==> config.mk <==
export PLATFORM = sky130hd
export DESIGN_NAME = riscv_checkpoint_monitor
export DESIGN_NICKNAME = d
export VERILOG_FILES = /design/src/rtl/riscv_checkpoint_monitor.sv
export SDC_FILE = /design/constraint.sdc
export NUM_CORES = 2
export LEC_CHECK = 0
export BUFFER_PORTS_ARGS = -buffer_cell sky130_fd_sc_hd__clkbuf_2
export CAP_MARGIN = 10
export CORE_MARGIN = 1.5
export CORE_UTILIZATION = 50
export CTS_CLUSTER_DIAMETER = 30
export DETAILED_ROUTE_END_ITERATION = 8
export HOLD_SLACK_MARGIN = 0.1
export PLACE_DENSITY_LB_ADDON = 0.05
export SLEW_MARGIN = 20
export SYNTH_ARGS = -nofsm -noshare
export SYNTH_HDL_FRONTEND = slang
export SYNTH_SLANG_ARGS = --single-unit
==> constraint.sdc <==
create_clock -name CLK -period 13.2 [get_ports CLK]
set_input_delay 1.32 -clock CLK [delete_from_list [all_inputs] [get_ports CLK]]
set_output_delay 1.32 -clock CLK [all_outputs]
set_load 0.005 [all_outputs]
==> src/rtl/riscv_checkpoint_monitor.sv <==
// ============================================================================
// riscv_checkpoint_monitor : checks a core's OUTPUT_PORT against a table of
// (instruction-count, expected-value) checkpoints and reports pass/fail.
// Revision: 1.0
// ============================================================================
`default_nettype none

module riscv_checkpoint_monitor #(
  parameter int NUM_TEST     = 17,
  parameter int IDX_W        = 5,
  parameter int DWIDTH       = 32,
  parameter int CWIDTH       = 32,
  parameter int TIMEOUT      = 100000,
  parameter int STOP_ON_FAIL = 1
) (
  input  logic              CLK,
  input  logic              RST,
  input  logic              TBL_WE,
  input  logic [IDX_W-1:0]  TBL_ADDR,
  input  logic [DWIDTH-1:0] TBL_NUM_INST,
  input  logic [DWIDTH-1:0] TBL_ANS,
  input  logic              START,
  input  logic [DWIDTH-1:0] NUM_INST,
  input  logic [DWIDTH-1:0] OUTPUT_PORT,
  input  logic              HALT,
  output logic              BUSY,
  output logic              DONE,
  output logic              PASS,
  output logic              FAIL,
  output logic [1:0]        FAIL_CODE,
  output logic [IDX_W-1:0]  FAIL_IDX,
  output logic [DWIDTH-1:0] FAIL_VALUE,
  output logic [IDX_W:0]    PASS_CNT,
  output logic [IDX_W:0]    FAIL_CNT,
  output logic [CWIDTH-1:0] CYCLE
);

  localparam logic [IDX_W:0]    C_NUM_TEST   = (IDX_W+1)'(NUM_TEST);
  localparam logic [CWIDTH-1:0] C_TIMEOUT_M1 = CWIDTH'(TIMEOUT - 1);

  localparam logic [1:0] C_CODE_NONE     = 2'd0;
  localparam logic [1:0] C_CODE_MISMATCH = 2'd1;
  localparam logic [1:0] C_CODE_MISSED   = 2'd2;
  localparam logic [1:0] C_CODE_TIMEOUT  = 2'd3;

  typedef enum logic [1:0] {
    S_IDLE = 2'd0,
    S_RUN  = 2'd1,
    S_PASS = 2'd2,
    S_FAIL = 2'd3
  } state_e;

  state_e              state_q, state_d;
  logic [IDX_W:0]      ptr_q, ptr_d;
  logic [IDX_W:0]      pass_cnt_q, pass_cnt_d;
  logic [IDX_W:0]      fail_cnt_q, fail_cnt_d;
  logic [CWIDTH-1:0]   cycle_q, cycle_d;
  logic [1:0]          fail_code_q, fail_code_d;
  logic [IDX_W-1:0]    fail_idx_q, fail_idx_d;
  logic [DWIDTH-1:0]   fail_value_q, fail_value_d;

  // Checkpoint table: no reset, so a loaded table survives RST.
  logic [DWIDTH-1:0]   tbl_num_q [NUM_TEST];
  logic [DWIDTH-1:0]   tbl_ans_q [NUM_TEST];

  logic                tbl_wr_en;
  logic                ptr_valid;
  logic [IDX_W-1:0]    rd_idx;
  logic [DWIDTH-1:0]   cp_num;
  logic [DWIDTH-1:0]   cp_ans;
  logic                cp_fail;
  logic [1:0]          cp_code;

  assign tbl_wr_en = TBL_WE && (state_q != S_RUN) && ({1'b0, TBL_ADDR} < C_NUM_TEST);
  assign ptr_valid = (ptr_q < C_NUM_TEST);
  assign rd_idx    = ptr_valid ? ptr_q[IDX_W-1:0] : '0;
  assign cp_num    = tbl_num_q[rd_idx];
  assign cp_ans    = tbl_ans_q[rd_idx];

  always_ff @(posedge CLK) begin
    if (tbl_wr_en) begin
      tbl_num_q[TBL_ADDR] <= TBL_NUM_INST;
      tbl_ans_q[TBL_ADDR] <= TBL_ANS;
    end
  end

  always_comb begin
    state_d      = state_q;
    ptr_d        = ptr_q;
    pass_cnt_d   = pass_cnt_q;
    fail_cnt_d   = fail_cnt_q;
    cycle_d      = cycle_q;
    fail_code_d  = fail_code_q;
    fail_idx_d   = fail_idx_q;
    fail_value_d = fail_value_q;
    cp_fail      = 1'b0;
    cp_code      = C_CODE_NONE;

    case (state_q)
      S_RUN: begin
        cycle_d = (cycle_q == '1) ? cycle_q : cycle_q + 1'b1;

        if (ptr_valid) begin
          if (NUM_INST == cp_num) begin
            if (OUTPUT_PORT == cp_ans) begin
              pass_cnt_d = pass_cnt_q + 1'b1;
              ptr_d      = ptr_q + 1'b1;
            end else begin
              cp_fail = 1'b1;
              cp_code = C_CODE_MISMATCH;
            end
          end else if (NUM_INST > cp_num) begin
            cp_fail = 1'b1;
            cp_code = C_CODE_MISSED;
          end
        end

        if (cp_fail) begin
          fail_cnt_d = fail_cnt_q + 1'b1;
          if (fail_code_q == C_CODE_NONE) begin
            fail_code_d  = cp_code;
            fail_idx_d   = ptr_q[IDX_W-1:0];
            fail_value_d = OUTPUT_PORT;
          end
          if (STOP_ON_FAIL != 0) begin
            state_d = S_FAIL;
          end else begin
            ptr_d = ptr_q + 1'b1;
          end
        end

        // HALT and timeout see the counters as updated by this cycle's checkpoint.
        if (state_d == S_RUN) begin
          if (HALT) begin
            if ((ptr_d == C_NUM_TEST) && (fail_cnt_d == '0)) begin
              state_d = S_PASS;
            end else begin
              state_d = S_FAIL;
              if (fail_code_d == C_CODE_NONE) begin
                fail_code_d  = C_CODE_MISSED;
                fail_idx_d   = ptr_d[IDX_W-1:0];
                fail_value_d = OUTPUT_PORT;
              end
            end
          end else if (cycle_d >= C_TIMEOUT_M1) begin
            state_d = S_FAIL;
            if (fail_code_d == C_CODE_NONE) begin
              fail_code_d  = C_CODE_TIMEOUT;
              fail_idx_d   = ptr_d[IDX_W-1:0];
              fail_value_d = OUTPUT_PORT;
            end
          end
        end
      end

      default: begin
        // IDLE clears continuously; PASS/FAIL hold their status until START.
        if ((state_q == S_IDLE) || START) begin
          ptr_d        = '0;
          pass_cnt_d   = '0;
          fail_cnt_d   = '0;
          cycle_d      = '0;
          fail_code_d  = C_CODE_NONE;
          fail_idx_d   = '0;
          fail_value_d = '0;
        end
        if (START) begin
          state_d = S_RUN;
        end
      end
    endcase
  end

  always_ff @(posedge CLK) begin
    if (RST) begin
      state_q      <= S_IDLE;
      ptr_q        <= '0;
      pass_cnt_q   <= '0;
      fail_cnt_q   <= '0;
      cycle_q      <= '0;
      fail_code_q  <= C_CODE_NONE;
      fail_idx_q   <= '0;
      fail_value_q <= '0;
    end else begin
      state_q      <= state_d;
      ptr_q        <= ptr_d;
      pass_cnt_q   <= pass_cnt_d;
      fail_cnt_q   <= fail_cnt_d;
      cycle_q      <= cycle_d;
      fail_code_q  <= fail_code_d;
      fail_idx_q   <= fail_idx_d;
      fail_value_q <= fail_value_d;
    end
  end

  assign BUSY       = (state_q == S_RUN);
  assign PASS       = (state_q == S_PASS);
  assign FAIL       = (state_q == S_FAIL);
  assign DONE       = PASS || FAIL;
  assign FAIL_CODE  = fail_code_q;
  assign FAIL_IDX   = fail_idx_q;
  assign FAIL_VALUE = fail_value_q;
  assign PASS_CNT   = pass_cnt_q;
  assign FAIL_CNT   = fail_cnt_q;
  assign CYCLE      = cycle_q;

endmodule

`default_nettype wire
==> summary.md <==
| Metric | Value |
|---|---|
| Post-layout min period | roughly 10 ns |
| Vias in the first global route | around 34000 |
| Reg2reg path depth | 26 |
| Postcts setup bufs | 0 |
| Register area share after synthesis | between 60 and 70% |
| Least-Margin Pin Slew | ~1.1 ns |
| P_leak | between 15 and 20 nW |
| First DRT Iteration DRCs | ~3700 |
| CP max stage cell | dfxtp_4 |
| Critical Path Most Common Cell | buf_4 |
| Top-area cell type share of the netlist area | approximately two thirds |
| Vias | approximately 34000 |
| Number of synthesized register bits | roughly 1200 |
| Clock sinks | approximately 1200 |
| CP Class | flop to flop |
| Setup_tns | 0 ns |
| Primary FF master, synth | edfxtp_1 |
| Clock transition at path regs | roughly 0.05 ns |
| Remaining global-route overflow | 0 |
| First-pass GRT wire length | about 220 mm |
| Die ar. | 101400 sq um |
| Top cells by area, synth | edfxtp_1 66%, dfxtp_1 3.7%, o211ai_1 2.8% |
| Mapped Cells | approximately 3700 |
| Post-CTS Resized | 0 |
| Ratio of cells with drive above 1 in the final layout | 19.71% |
| Critical Path RT | between 10 and 15 ns |
| Placer congestion estimate | 0.8871 |
| Worst EP arrival | between 10 and 15 ns |
| Most frequent cells in the layout | 1088 x edfxtp_1, 353 x nand2_1, 235 x clkbuf_16 |
| Fin nets | about 4100 |
| Hold Buf Count CTS | 0 |
| Count of flip-flops with a built-in enable after synthesis | ~1100 |
| Max Clk Rate | approximately 100 MHz |
| Total Routed Length | about 150 mm |
| Hold Vio Cnt, Final | 0 |
| Mean post-synth cell area | 13.63 sq um |
| Asr flop ratio synth | 0% |
| Worst setup EP type | flop |
| Die width | between 300 and 400 um |
| Drt pass-1 iters | 6 |
| Setup slack at placement | approximately 3.3 ns |
| Slew HR | between 20% and 30% |
| WL/cell | around 28 um |
| Post-route antenna net violation count | 0 |
| RSZ-0062 raised after global routing | no |
| Largest net degree at the start of global routing | roughly 140 |
| CTS tree | built |
| PortBufs | around 220 |
| Post-synth top area cell | edfxtp_1 |
| Number of distinct library cells after synthesis | between 80 and 90 |
| Worst path max stage delay | approximately 0.91 ns |
| Post-Place Cells | approximately 5000 |
| Syn nets | around 3800 |
| Clock root cell | clkbuf_16 |
| Row count | ~120 |
| Final setup skew | 0.01973 ns |
| Max-cap violations | 0 |
| Post-DP Area | between 50000 and 60000 sq um |
| Slew Limit Fails | 0 |
| VDD IR max | roughly 0.00012 V |
| CP max FO | 63 |
| Detail-routed via count per cell | 6.372 |
| Die Span Y | about 320 um |
| Synth warn | 0 |
| Fin crit share | 77.44% |
| Hold Path Depth | 1 |
| Cell area after layout | 60270 sq um |
| Core Area | about 99000 sq um |
| Area of the mapped netlist | roughly 50000 sq um |
| Num CTS Buffers | around 230 |
| Endpoints failing setup | 0 |
| # IOs | 225 |
| DPL Wire Length | between 70 and 80 mm |
| Initial antenna violation count | 15 |
| Critical Path Start Type | flop |
| Area grow syn2layout | 21.11% |
| DRC Markers | 0 |
| Pwr dens | roughly 170 nW/um^2 |
| Total global-route track usage | ~30% |
| Final setup margin | 2.978 ns |
| CTS Buffer Depth | 3 |
| H-tree levels | 4 |
| Cell Count, Final, Fillers Out | about 5400 |
| Initial Util | 50.49% |
| Status | finished clean |
| Hold Crit Class | flop to flop |
| Most common cell after layout, fill and taps aside | edfxtp_1 |
| Skew-Pair Late Insertion Delay | roughly 0.80 ns |
## path summary, 6_finish.rpt
check | startpoint | end | slack (ns)
max | ptr_q[0] | FAIL_IDX[0] | 2.98
min | FAIL_IDX[2] | FAIL_IDX[2] | 0.52
min reg2reg | FAIL_IDX[2] | FAIL_IDX[2] | 0.52
max reg2reg | ptr_q[0] | FAIL_IDX[0] | 2.98
## cell usage after synthesis, drive strengths merged (13+ instances only)
cell	number
o21ai	78
nor3	66
a221oi	31
buf	89
and3	17
or3	127
a21oi	231
a22oi	44
nand2	353
a31oi	46
or4	13
a211oi	35
mux4	31
inv	18
xor2	19
clkbuf	202
a311oi	74
nor4	24
mux2i	85
nand3	194
and2	18
ha	37
xnor2	17
dfxtp	91
nor2b	24
edfxtp	1088
nand4	24
o22ai	26
nor2	159
a2bb2oi	18
o211ai	186
mux2	45
## cell type report
cell class | count | area [sq um]
timing repair buffer | 298 | 1764
tap | 1287 | 1610
sequential | 1179 | 34500
inverter | 20 | 75.07
clock buffer | 268 | 6085
fill | 7462 | 38290
multi-input combinational | 2162 | 14210
antenna | 6 | 15.01
clock inverter | 163 | 2019
## routing by layer
layer  GRT usage [%]  up-vias  share of wire, %
li1                -    14930                 -
met2           48.20     1578                49
met4           12.01        8               3.4
met1           39.23    17480                40
met5               0        -             0.032
met3           5.259      306               7.4
## cell families (layout without fill, tap and decap cells)
logic type               count (synthesis)  count (layout)  synth area share [%]
adder cells (fa/ha/maj)                 37              37                0.9302
XOR/XNOR                                36              36                0.6336
AND/OR/NAND/NOR                       1058            1058                 10.29
AO/OA/AOI/OAI                          870             870                 12.04
other                                    0               6                     0
buffers and inverters                  311             749                 2.650
flip-flops                            1179            1179                 69.31
multiplexers                           161             161                 4.138
## state kept, by name, summed over array words and instances, names as in the netlist
| signal | flops |
|---|---|
| ptr_q | 6 |
| FAIL_VALUE | 32 |
| FAIL_CNT | 6 |
| CYCLE | 32 |
| PASS_CNT | 6 |
| FAIL_CODE | 2 |
| FAIL_IDX | 5 |
| state_q | 2 |
| tbl_num_q | 544 |
| tbl_ans_q | 544 |
## through the flow
stage,power (mW),util [%],hold WS (ns)
6_report,10.27,61.15,0.5174
5_1_grt,10.53,61.15,0.5394
4_1_cts,10.33,61.13,0.5186
3_5_place_dp,4.369,52.90,0.5106
3_3_place_gp,4.360,52.86,0.5055
2_1_floorplan,4.255,-,0.4558
## worst max-delay path: cells and delay by family, from the launching register on
kind                       cells  cell delay (ns)
and+or+nand+nor               10             3.36
buffers and inverters          6             2.57
AOI/OAI and AO/OA              7             2.01
DFF                            1             0.91
adders and majority gates      2             0.72
muxes                          1             0.36
## power breakdown
| group | switching [mW] | total (mW) | internal (mW) | leakage (nW) |
|---|---|---|---|---|
| clock network | 1.94 | 5.97 | 4.02 | 3.90 |
| logic | 0.137 | 0.182 | 0.0449 | 5.49 |
| registers | 0.00887 | 4.12 | 4.11 | 10.5 |
No activity file was read; power rests on OpenSTA's default activity.
